## src/rtl/vx_raster_tbuf_writer.sv

```systemverilog
// Tile-buffer writer: streams binned primitive ids to memory, then emits a 2-word header per tile.
// Optional overflow checker enabled by defining VX_RASTER_TBUF_CHECK_EN.

`ifndef VX_RASTER_PID_BITS
`define VX_RASTER_PID_BITS 16
`endif

//  state   | meaning
//  S_IDLE  | waiting for start
//  S_PID   | writing primitive ids of the current tile
//  S_HDR0  | writing header word 0 {tile_y, tile_x}
//  S_HDR1  | writing header word 1 {count, offset}
//  S_DRAIN | waiting for all outstanding acknowledges
module vx_raster_tbuf_writer #(
    parameter int ADDR_WIDTH  = 30,
    parameter int PID_BITS    = `VX_RASTER_PID_BITS,
    parameter int MAX_PENDING = 16
) (
    input  logic                  clk,
    input  logic                  reset,
    input  logic                  start,
    input  logic [ADDR_WIDTH-1:0] tbuf_addr,
    input  logic [ADDR_WIDTH-1:0] pbuf_addr,
    input  logic                  in_valid,
    output logic                  in_ready,
    input  logic [15:0]           in_tile_x,
    input  logic [15:0]           in_tile_y,
    input  logic [PID_BITS-1:0]   in_pid,
    input  logic                  in_last_pid,
    input  logic                  in_last_tile,
    output logic                  mem_req_valid,
    input  logic                  mem_req_ready,
    output logic [ADDR_WIDTH-1:0] mem_req_addr,
    output logic [31:0]           mem_req_data,
    input  logic                  mem_rsp_valid,
    output logic [15:0]           tile_count,
    output logic                  busy,
    output logic                  done,
    output logic                  error
);

    localparam int PW = $clog2(MAX_PENDING) + 1;

    // Without the checker only the low 16 bits of offset and count are observable.
`ifdef VX_RASTER_TBUF_CHECK_EN
    localparam int FPW = ADDR_WIDTH;
    localparam int TCW = 17;
`else
    localparam int FPW = 16;
    localparam int TCW = 16;
`endif

    typedef enum logic [2:0] {
        S_IDLE,
        S_PID,
        S_HDR0,
        S_HDR1,
        S_DRAIN
    } state_e;

    state_e                state_q, state_d;
    logic [ADDR_WIDTH-1:0] hdr_ptr_q, hdr_ptr_d;
    logic [ADDR_WIDTH-1:0] pid_ptr_q, pid_ptr_d;
    logic [FPW-1:0]        first_ptr_q, first_ptr_d;
    logic [15:0]           tile_x_q, tile_x_d;
    logic [15:0]           tile_y_q, tile_y_d;
    logic [TCW-1:0]        tile_cnt_q, tile_cnt_d;
    logic [15:0]           tile_count_q, tile_count_d;
    logic                  last_tile_q, last_tile_d;
    logic [PW-1:0]         pending_q, pending_d;

    logic                  pend_full;
    logic                  req_fire;
    logic                  rsp_take;
    logic [FPW-1:0]        hdr_plus2;
    logic [FPW-1:0]        offset_full;

    assign pend_full   = (pending_q == PW'(MAX_PENDING));
    assign req_fire    = mem_req_valid && mem_req_ready;
    assign rsp_take    = mem_rsp_valid && (pending_q != '0);
    assign hdr_plus2   = FPW'(hdr_ptr_q) + FPW'(2);
    assign offset_full = first_ptr_q - hdr_plus2;
    assign tile_count  = tile_count_q;
    assign busy        = (state_q != S_IDLE);

    always_comb begin
        state_d       = state_q;
        hdr_ptr_d     = hdr_ptr_q;
        pid_ptr_d     = pid_ptr_q;
        first_ptr_d   = first_ptr_q;
        tile_x_d      = tile_x_q;
        tile_y_d      = tile_y_q;
        tile_cnt_d    = tile_cnt_q;
        tile_count_d  = tile_count_q;
        last_tile_d   = last_tile_q;
        in_ready      = 1'b0;
        mem_req_valid = 1'b0;
        mem_req_addr  = '0;
        mem_req_data  = '0;
        done          = 1'b0;
        case (state_q)
            S_IDLE: begin
                if (start) begin
                    hdr_ptr_d    = tbuf_addr;
                    pid_ptr_d    = pbuf_addr;
                    tile_count_d = '0;
                    tile_cnt_d   = '0;
                    state_d      = S_PID;
                end
            end
            S_PID: begin
                in_ready      = mem_req_ready && !pend_full;
                mem_req_valid = in_valid && !pend_full;
                mem_req_addr  = pid_ptr_q;
                mem_req_data  = 32'(in_pid);
                if (in_valid && in_ready) begin
                    if (tile_cnt_q == '0) begin
                        tile_x_d    = in_tile_x;
                        tile_y_d    = in_tile_y;
                        first_ptr_d = FPW'(pid_ptr_q);
                    end
                    pid_ptr_d  = pid_ptr_q + ADDR_WIDTH'(1);
                    tile_cnt_d = tile_cnt_q + TCW'(1);
                    if (in_last_pid) begin
                        last_tile_d = in_last_tile;
                        state_d     = S_HDR0;
                    end
                end
            end
            S_HDR0: begin
                mem_req_valid = !pend_full;
                mem_req_addr  = hdr_ptr_q;
                mem_req_data  = {tile_y_q, tile_x_q};
                if (mem_req_valid && mem_req_ready) begin
                    state_d = S_HDR1;
                end
            end
            S_HDR1: begin
                mem_req_valid = !pend_full;
                mem_req_addr  = hdr_ptr_q + ADDR_WIDTH'(1);
                mem_req_data  = {16'(tile_cnt_q), offset_full[15:0]};
                if (mem_req_valid && mem_req_ready) begin
                    hdr_ptr_d    = hdr_ptr_q + ADDR_WIDTH'(2);
                    tile_count_d = tile_count_q + 16'd1;
                    tile_cnt_d   = '0;
                    state_d      = last_tile_q ? S_DRAIN : S_PID;
                end
            end
            S_DRAIN: begin
                if (pending_q == '0) begin
                    done    = 1'b1;
                    state_d = S_IDLE;
                end
            end
            default: state_d = S_IDLE;
        endcase
    end

    // Acknowledges with nothing outstanding are dropped so the count never underflows.
    always_comb begin
        pending_d = pending_q;
        if (req_fire && !rsp_take) begin
            pending_d = pending_q + PW'(1);
        end else if (!req_fire && rsp_take) begin
            pending_d = pending_q - PW'(1);
        end
    end

    always_ff @(posedge clk) begin
        if (reset) begin
            state_q      <= S_IDLE;
            hdr_ptr_q    <= '0;
            pid_ptr_q    <= '0;
            first_ptr_q  <= '0;
            tile_x_q     <= '0;
            tile_y_q     <= '0;
            tile_cnt_q   <= '0;
            tile_count_q <= '0;
            last_tile_q  <= 1'b0;
            pending_q    <= '0;
        end else begin
            state_q      <= state_d;
            hdr_ptr_q    <= hdr_ptr_d;
            pid_ptr_q    <= pid_ptr_d;
            first_ptr_q  <= first_ptr_d;
            tile_x_q     <= tile_x_d;
            tile_y_q     <= tile_y_d;
            tile_cnt_q   <= tile_cnt_d;
            tile_count_q <= tile_count_d;
            last_tile_q  <= last_tile_d;
            pending_q    <= pending_d;
        end
    end

`ifdef VX_RASTER_TBUF_CHECK_EN
    logic error_q, error_d;
    logic chk_hit;

    // Offset must fit 16 bits unsigned and the per-tile count must fit 16 bits.
    assign chk_hit = (first_ptr_q < hdr_plus2) || (offset_full > FPW'(32'hFFFF)) || tile_cnt_q[TCW-1];

    always_comb begin
        error_d = error_q;
        if (state_q == S_IDLE && start) begin
            error_d = 1'b0;
        end else if ((state_q == S_HDR1 && req_fire && chk_hit) || (mem_rsp_valid && pending_q == '0)) begin
            error_d = 1'b1;
        end
    end

    always_ff @(posedge clk) begin
        if (reset) begin
            error_q <= 1'b0;
        end else begin
            error_q <= error_d;
        end
    end

    assign error = error_q;
`else
    assign error = 1'b0;
`endif

endmodule
```

## config.mk

```make
export PLATFORM = sky130hd
export DESIGN_NAME = vx_raster_tbuf_writer
export DESIGN_NICKNAME = d
export VERILOG_FILES = /design/src/rtl/vx_raster_tbuf_writer.sv
export SDC_FILE = /design/constraint.sdc
export NUM_CORES = 1
export LEC_CHECK = 0
export ABC_CLOCK_PERIOD_IN_PS = 10200
export BUFFER_PORTS_ARGS = -buffer_cell sky130_fd_sc_hd__buf_2
export CAP_MARGIN = 10
export CORE_MARGIN = 2
export CORE_UTILIZATION = 25
export CTS_BUF_LIST = sky130_fd_sc_hd__clkbuf_4 sky130_fd_sc_hd__clkbuf_8
export DETAILED_ROUTE_END_ITERATION = 10
export PLACE_DENSITY = 0.54
export SLEW_MARGIN = 15
export SYNTH_ARGS = -nofsm -noshare
export SYNTH_HDL_FRONTEND = slang
export SYNTH_SLANG_ARGS = --single-unit
```

## constraint.sdc

```tcl
create_clock -name clk -period 10.2 [get_ports clk]
set_clock_uncertainty 0.15 [all_clocks]
set_input_delay 1.53 -clock clk [delete_from_list [all_inputs] [get_ports clk]]
set_output_delay 1.53 -clock clk [all_outputs]
set_load 0.02 [all_outputs]
```

==> results of run 1 <==
-- final cells by class --
class,count,area share
Clock inverter,14,0.0169
Timing Repair Buffer,207,0.0904
Sequential cell,149,0.254
Clock buffer,18,0.0211
Inverter,69,0.0220
Antenna cell,3,0.000638
Tap cell,525,0.0558
Multi-Input combinational cell,1008,0.539
-- synthesized netlist by cell type (6+ instances only) --
| master | count |
|---|---|
| nor2_1 | 197 |
| dfxtp_1 | 149 |
| nand2_1 | 131 |
| a21oi_1 | 84 |
| o21ai_0 | 72 |
| inv_1 | 68 |
| mux2i_1 | 67 |
| clkbuf_1 | 53 |
| nand3_1 | 48 |
| ha_1 | 40 |
| xnor2_1 | 35 |
| xor2_1 | 32 |
| a22oi_1 | 27 |
| buf_2 | 22 |
| nand4_1 | 20 |
| nor3_1 | 18 |
| a211oi_1 | 17 |
| and3_1 | 15 |
| or3_1 | 15 |
| o31ai_1 | 14 |
| and4_1 | 13 |
| nor4_1 | 13 |
| a21o_1 | 12 |
| o21ai_1 | 12 |
| nand2b_1 | 9 |
| a31oi_1 | 8 |
| o22ai_1 | 8 |
| nor2b_1 | 7 |
| a311oi_1 | 6 |
| nand3b_1 | 6 |
-- layer usage --
layer,share of wire,track usage,up-vias
met2,0.45,0.268,340
met1,0.45,0.235,4669
li1,-,-,4902
met3,0.083,0.0397,42
met5,0.0012,0,-
met4,0.020,0.0448,8
-- critical path: cells and delay by family, from the launching register on --
family | cells | cell delay, ns
xor+xnor | 1 | 0.30
fa+ha+maj | 3 | 0.95
flops | 1 | 0.41
buf+inv | 2 | 0.26
compound gates | 5 | 1.55
-- metrics by stage --
stage	std cells	area, um2	util
finish	1993	11800	0.297
global route	1990	11800	0.297
CTS	1990	11800	0.297
detailed placement	1958	11300	0.285
global placement	1958	11300	0.285
floorplan	1315	10000	-
-- placed cells by master, fill, tap and decap left out, drive strengths merged, types with 9 or more instances in the layout --
| cell | n |
|---|---|
| xnor2 | 35 |
| mux2i | 67 |
| nor3 | 22 |
| a21o | 12 |
| ha | 40 |
| a21oi | 84 |
| inv | 72 |
| and4 | 14 |
| or3 | 15 |
| buf | 207 |
| dfxtp | 149 |
| nor2 | 198 |
| nand4 | 21 |
| o31ai | 15 |
| xor2 | 32 |
| nand2b | 9 |
| a211oi | 19 |
| clkbuf | 18 |
| nor4 | 14 |
| nand2 | 132 |
| nand3 | 49 |
| o21ai | 86 |
| and3 | 15 |
| a22oi | 27 |
-- registers in the layout, indices dropped and copies added, names as in the netlist --
register     flops
tile_y_q        16
tile_cnt_q      16
pid_ptr_q       30
state_q          3
last_tile_q      1
pending_q        5
hdr_ptr_q       30
tile_x_q        16
tile_count      16
first_ptr_q     16
-- path summary, 6_finish.rpt --
kind | cells past startpoint | slack, ns | start | to
worst max-delay path | 11 | 4.56 | hdr_ptr_q[1] | mem_req_data[15]
worst min register to register | 2 | 0.35 | tile_y_q[15] | tile_y_q[15]
worst min-delay path | 2 | 0.35 | tile_y_q[15] | tile_y_q[15]
worst max register to register | 7 | 5.80 | state_q[0] | first_ptr_q[9]
-- power by group --
group          leakage [nW]  switching (mW)  total (mW)  internal [mW]
combinational          3.14           0.354       0.573          0.219
sequential             1.21          0.0753       0.700          0.625
clock                 0.224           0.265       0.541          0.276
total                  4.58           0.695        1.81           1.12
-- logic make-up (layout without fill, tap and decap cells) --
kind of cell,after synthesis,in the layout
xor gates and xnor gates,67,67
DFF,149,149
buffers and inverters,158,308
and+or+nand+nor,517,517
other,1,4
adders and majority gates,42,42
AOI/OAI and AO/OA,310,310
muxes,71,71
==> flow_summary.toml, run 1 <==
[final_layout]
multi_input_area_um2 = 6340
fill_cells = 4348
register_area_um2 = 2980
nets = 1610
syn2layout_area_growth_pct = 17.7
drive_gt1_frac = 0.188

[synthesis]
synthesis.area_um2 = 10000
synth_compound_area_frac = 0.202
synthMuxAreaShare = 0.0716
synth_top_family_by_area = "simple AND/OR/NAND/NOR gates"
synth_area_leaders = "dfxtp_1 30%, nor2_1 7.4%, mux2i_1 6.7%"
ys_seq_area_frac = 0.298
synth_nets = 1473
yosys.cell_types.count = 82
syn_inst = 1315
synth-xor-area-share = 0.0587
ys_ff_latch = 149
netlist.area_leader.share = 0.298
yosysTopAreaCell = "dfxtp_1"
syn_area_per_cell_um2 = 7.60
synthArstFlopShare = 0
yosysWarnings = 0
ys.flop_type = "dfxtp_1"
synthAdderAreaFrac = 0.0541
synth_edf_count = 0
yosys.area_share.simple = 0.247

[global_route]
grt_overflow = 0
grt.total_usage = 0.171
grt_pass1_wl_um = 54500
grt_pass1_vias = 9150
grt_max_degree = 91
antenna_found_initial = 7

[placement]
portBuffers = 197
gp_congestion = 0.926
hpwlAfterDp_um = 26500
dp_slack_ns = 5.15

[sta]
rsz0062_at_grt = "no"
relSlewSlack = 0.249
final-hold-violation-count = 0
whs_ns = 0.350
timing.fmax_mhz = 177
setup_viol = 0
period_needed_ns = 5.64
period_share = 0.552
setup_tns_ns = 0
drv_slew = 0
setup_ws_ns = 4.56
worst_slew_pin_slew_ns = 1.13

[min_path]
min_path_type = "flop to flop"

[floorplanning]
die_area_um2 = 41600
start_util = 0.252
io_pins = 199
die_w_um = 204
core_area_um2 = 39600
fp-row-count = 73
fp.dieH_um = 204

[cts]
postCtsSetupRepairBufs = 0
cts_tree = "yes"
cts-root-buf = "clkbuf_8"
htreeDepth = 4
cts_buffers = 17
cts-resized-gates = 0
cts.clk_slew.worst_paths_ns = 0.09
cts_max_path_buffers = 2
cts_sinks = 149
clock_latency_ns = 0.49
hold_buffers = 0

[drt]
ant_nets = 0
vias_per_cell = 5.00
post_drt_wl_per_cell_um = 18.1
wl_um = 36100
drc_errors = 0
vias = 9961
drtPass1Iterations = 7
drtIter0Drc = 677

[worst_setup_path]
cpMostUsedCell = "ha_1"
cp_slowest_cell = "a311oi_1"
cp-start-kind = "flop"
cp_max_fo = 9
cp.arrival_ns = 3.96
crit_required_ns = 8.52
cp-end-kind = "primary output"
cp_slowest_stage_delay_ns = 0.60
crit_chain = "ha_1 -> inv_1 -> ha_1 -> fa_1 -> a211oi_1 -> o21ai_0 -> a311oi_1 -> o311ai_0 -> xnor2_1 -> o22ai_1 -> buf_2"
critical_path_class = "flop to primary output"

[power_and_ir_drop]
p_leak_nw = 4.58
p_per_area_nw_per_um2 = 154
p_total_mw = 1.81
peakVddDrop_v = 0.0000883

[flow_run]
drv_cap = 0

[run_status]
status = "complete, no violations"
Note: power is estimated with default switching activity, not from simulation.
==> run 2, diff against run 1 <==
--- a/config.mk
+++ b/config.mk
@@ -5,7 +5,7 @@
 export SDC_FILE = /design/constraint.sdc
 export NUM_CORES = 1
 export LEC_CHECK = 0
-export ABC_CLOCK_PERIOD_IN_PS = 10200
+export ABC_CLOCK_PERIOD_IN_PS = 5500
 export BUFFER_PORTS_ARGS = -buffer_cell sky130_fd_sc_hd__buf_2
 export CAP_MARGIN = 10
 export CORE_MARGIN = 2
==> constraint.sdc (replaced) <==
create_clock -name clk -period 5.5 [get_ports clk]
set_clock_uncertainty 0.15 [all_clocks]
set_input_delay 0.825 -clock clk [delete_from_list [all_inputs] [get_ports clk]]
set_output_delay 0.825 -clock clk [all_outputs]
set_load 0.02 [all_outputs]
==> run 2 against run 1 <==
Compared with the run above: power grew 80%; die area is the same; clock power grew 65%; sequential cell count is the same; highest routed layer unchanged.
==> flow_summary.toml, run 2 (synthesized netlist as in run 1, its figures left out) <==
[final_layout]
fin_area_um2 = 11700
drive_gt1_frac = 0.190
reg_top3 = "hdr_ptr_q: 30 flops, pid_ptr_q: 30 flops"
nets = 1615
final_cell_count_no_fill = 1998
final_cell_mix = "197 x nor2_1, 196 x buf_2, 148 x dfxtp_1, 131 x nand2_1, 84 x a21oi_1"
syn2layout_area_growth_pct = 17.4
final_common_cell = "nor2_1"

[cts]
cts_max_path_buffers = 2
cts_sinks = 149
clock_latency_ns = 0.50
cts-root-buf = "clkbuf_8"
hold_buffers = 0
cts-resized-gates = 0
postCtsSetupRepairBufs = 0
cts_buffers = 17
cts_tree = "yes"
cts.clk_slew.worst_paths_ns = 0.10
htreeDepth = 4

[sta]
period_share = 0.901
setup_viol = 0
relSlewSlack = 0.245
worst_slew_pin_slew_ns = 1.13
rsz0062_at_grt = "no"
whs_ns = 0.351
timing.fmax_mhz = 202
drv_slew = 0
final-hold-violation-count = 0
setup_tns_ns = 0
period_needed_ns = 4.95

[drt]
drtPass1Iterations = 5
drtIter0Drc = 687
ant_nets = 0
vias = 10100
wl_um = 36300
drc_errors = 0
post_drt_wl_per_cell_um = 18.2
vias_per_cell = 5.04

[floorplanning]
die_area_um2 = 41600
io_pins = 199
core_area_um2 = 39600
fp-row-count = 73
die_w_um = 204
fp.dieH_um = 204
start_util = 0.252

[worst_setup_path]
cp-end-kind = "primary output"
cp_max_fo = 9
r2r_cells = 13
cp_slowest_stage_delay_ns = 0.63
cp_num_cells = 11
cp.arrival_ns = 3.98
cp-start-kind = "flop"
crit_family = "compound AO/OA/AOI/OAI gates"
cp_slowest_cell = "a311oi_1"
crit_required_ns = 4.53
cpMostUsedCell = "ha_1"
crit_chain = "ha_1 -> inv_1 -> ha_1 -> fa_1 -> a211oi_1 -> o21ai_0 -> a311oi_1 -> o311ai_0 -> xnor2_1 -> o22ai_1 -> buf_2"
critical_path_class = "flop to primary output"
crit_buf_inv = 2

[global_route]
grt_pass1_wl_um = 55200
grt_overflow = 0
antenna_found_initial = 6
grt.total_usage = 0.173
grt_pass1_vias = 9371
grt_max_degree = 89

[power_and_ir_drop]
p_total_mw = 3.27
peakVddDrop_v = 0.000163
p_leak_nw = 4.57
p_per_area_nw_per_um2 = 278

[min_path]
whs_path_depth = 2
min_path_type = "flop to flop"

[run_status]
status = "complete, no violations"

[flow_run]
drv_cap = 0

[placement]
place_area_um2 = 11300
hpwlAfterDp_um = 26900
portBuffers = 197
gp_congestion = 0.889
dp.cells = 1963
-- run 2: tightest hold or removal path, delay by kind of cell (launching register included) --
family	cells	cell delay (ns)
AND/OR/NAND/NOR	1	0.07
multiplexers	1	0.06
flip-flops	1	0.33
-- run 2: final cells by class --
cell class / instances / area [um2]
clock inverters: 15 / 154
diodes: 3 / 7.51
multi-input cells: 1008 / 6340
inverters: 69 / 259
repair buffers: 212 / 1100
flip-flops and latches: 149 / 2980
well taps: 525 / 657
clock buffers: 17 / 234
fillers: 4388 / 27900
-- run 2: power breakdown --
group,leakage (nW),switching (mW),internal (mW)
combinational,3.17,0.663,0.411
sequential,1.21,0.141,1.16
clock,0.194,0.553,0.343
total,4.57,1.36,1.91
-- run 2: final timing paths --
check,start,to,slack (ns)
setup / recovery,hdr_ptr_q[1],mem_req_data[15],0.55
hold / removal,first_ptr_q[0],first_ptr_q[0],0.35
setup reg to reg,state_q[0],pending_q[4],1.81
hold reg to reg,first_ptr_q[0],first_ptr_q[0],0.35
-- run 2: layer usage --
layer	share of wire	wire length [um]	global-route usage
met5	0.00063	23	0
met4	0.018	650	0.0531
met3	0.069	2510	0.0348
met2	0.45	16400	0.273
met1	0.46	16800	0.236
-- run 2: through the flow --
step	utilization	setup WS (ns)
final	0.296	0.545
after global routing	0.296	0.103
after CTS	0.296	0.501
after detailed placement	0.286	1.12
after global placement	0.286	1.16
after floorplan	-	1.51
==> run 3, diff against run 2 <==
--- a/config.mk
+++ b/config.mk
@@ -8,11 +8,13 @@
 export ABC_CLOCK_PERIOD_IN_PS = 5500
 export BUFFER_PORTS_ARGS = -buffer_cell sky130_fd_sc_hd__buf_2
 export CAP_MARGIN = 10
+export CELL_PAD_IN_SITES_DETAIL_PLACEMENT = 0
+export CELL_PAD_IN_SITES_GLOBAL_PLACEMENT = 2
 export CORE_MARGIN = 2
 export CORE_UTILIZATION = 25
 export CTS_BUF_LIST = sky130_fd_sc_hd__clkbuf_4 sky130_fd_sc_hd__clkbuf_8
 export DETAILED_ROUTE_END_ITERATION = 10
-export PLACE_DENSITY = 0.54
+export PLACE_DENSITY = 0.77
 export SLEW_MARGIN = 15
 export SYNTH_ARGS = -nofsm -noshare
 export SYNTH_HDL_FRONTEND = slang
==> run 3 against run 2 <==
Compared with the run above: routed wire length rose by 1.8%; highest routed layer unchanged; first-iteration DRC count decreased by 21%; die area unchanged; critical path type unchanged; clock-buffer cell count grew 1; sequential power about the same; non-clock buffer count is the same.
==> flow_summary.toml, run 3 (synthesized netlist as in run 1, its figures left out) <==
[drt]
post_drt_wl_per_cell_um = 18.5
ant_nets = 0
wl_um = 37000
drtIter0Drc = 542
drc_errors = 0
vias_per_cell = 4.90
vias = 9783
drtPass1Iterations = 5

[worst_setup_path]
crit_chain = "ha_1 -> inv_1 -> ha_1 -> fa_1 -> a211oi_1 -> o21ai_0 -> a311oi_1 -> o311ai_0 -> xnor2_1 -> o22ai_1 -> buf_2"
critical_path_class = "flop to primary output"
crit_required_ns = 4.53
cp.arrival_ns = 3.83
cp_max_fo = 9
cp_slowest_cell = "a311oi_1"
cp_slowest_stage_delay_ns = 0.57
cp-start-kind = "flop"
cp-end-kind = "primary output"
cpMostUsedCell = "ha_1"

[sta]
final-hold-violation-count = 0
worst_slew_pin_slew_ns = 1.08
period_share = 0.874
whs_ns = 0.351
period_needed_ns = 4.81
relSlewSlack = 0.277
drv_slew = 0
timing.fmax_mhz = 208
setup_tns_ns = 0
setup_viol = 0
setup_ws_ns = 0.693
rsz0062_at_grt = "no"

[global_route]
grt_pass1_vias = 9355
antenna_found_initial = 7
grt_overflow = 0
grt_max_degree = 68
grt.total_usage = 0.178
grt_pass1_wl_um = 56700

[final_layout]
syn2layout_area_growth_pct = 18.1
nets = 1615
reg_top3 = "hdr_ptr_q: 30 flops, pid_ptr_q: 30 flops"
register_area_um2 = 2980
drive_gt1_frac = 0.191
multi_input_area_um2 = 6350
fill_cells = 4389
final_cell_mix = "196 x nor2_1, 196 x buf_2, 148 x dfxtp_1, 131 x nand2_1, 84 x a21oi_1"

[cts]
cts-resized-gates = 0
cts_tree = "yes"
postCtsSetupRepairBufs = 0
cts-root-buf = "clkbuf_8"
htreeDepth = 4
cts.clk_slew.worst_paths_ns = 0.09
clock_latency_ns = 0.51
cts_buffers = 17
cts_sinks = 149
cts_max_path_buffers = 2
hold_buffers = 0

[min_path]
min_path_type = "flop to flop"

[floorplanning]
start_util = 0.252
fp-row-count = 73
fp.dieH_um = 204
core_area_um2 = 39600
io_pins = 199
die_w_um = 204
die_area_um2 = 41600

[placement]
hpwlAfterDp_um = 26900
gp_congestion = 0.795
dp_slack_ns = 1.21
portBuffers = 197

[flow_run]
drv_cap = 0

[power_and_ir_drop]
p_leak_nw = 4.60
peakVddDrop_v = 0.000146
p_per_area_nw_per_um2 = 285

[run_status]
status = "complete, no violations"
-- run 3: cell count changes in the layout (fill, tap and decap cells not counted), sizes merged --
cell | previous run | this run
inv | 80 | 70
clkbuf | 17 | 18
diode | 3 | 2
bufinv | 0 | 4
clkinvlp | 2 | 1
clkinv | 2 | 8
-- run 3: final timing paths --
kind | cells past startpoint | start | slack [ns] | endpoint
min | 2 | tile_y_q[12] | 0.35 | tile_y_q[12]
max reg2reg | 8 | state_q[0] | 1.85 | first_ptr_q[12]
min reg2reg | 2 | tile_y_q[12] | 0.35 | tile_y_q[12]
max | 11 | hdr_ptr_q[1] | 0.69 | mem_req_data[15]
-- run 3: critical path: cells and delay by family, from the launching register on --
family	cells	cell delay (ns)
buffers and inverters	2	0.23
AO/OA/AOI/OAI	5	1.50
flip-flops	1	0.41
adder cells (fa/ha/maj)	3	0.95
XOR/XNOR	1	0.24
-- run 3: routing by layer --
metal  vias to the layer above  part of all wire  GRT usage
li1                       4927                 -          -
met1                      4565              0.47      0.246
met2                       248              0.45      0.279
met3                        33             0.066     0.0454
met4                        10             0.010     0.0393
met5                         -            0.0015          0
-- run 3: power by group --
part           internal [mW]  switching [mW]
combinational          0.407           0.651
sequential              1.16           0.136
clock                  0.511           0.499
total                   2.08            1.29
-- run 3: stage by stage --
step	util	instance area (um2)	power, mW	instances
4_1_cts	0.298	11800	3.41	1995
5_1_grt	0.298	11800	3.59	1996
3_3_place_gp	0.286	11300	2.37	1963
3_5_place_dp	0.286	11300	2.38	1963
6_report	0.298	11800	3.36	1997
2_1_floorplan	-	10000	2.05	1315
-- run 3: area by class of cell --
cell class,count,area share
timing repair buffer,212,0.0933
sequential,149,0.253
clock inverter,14,0.0172
multi-input combinational,1008,0.538
tap,525,0.0556
inverter,69,0.0219
clock buffer,18,0.0210
antenna,2,0.000424
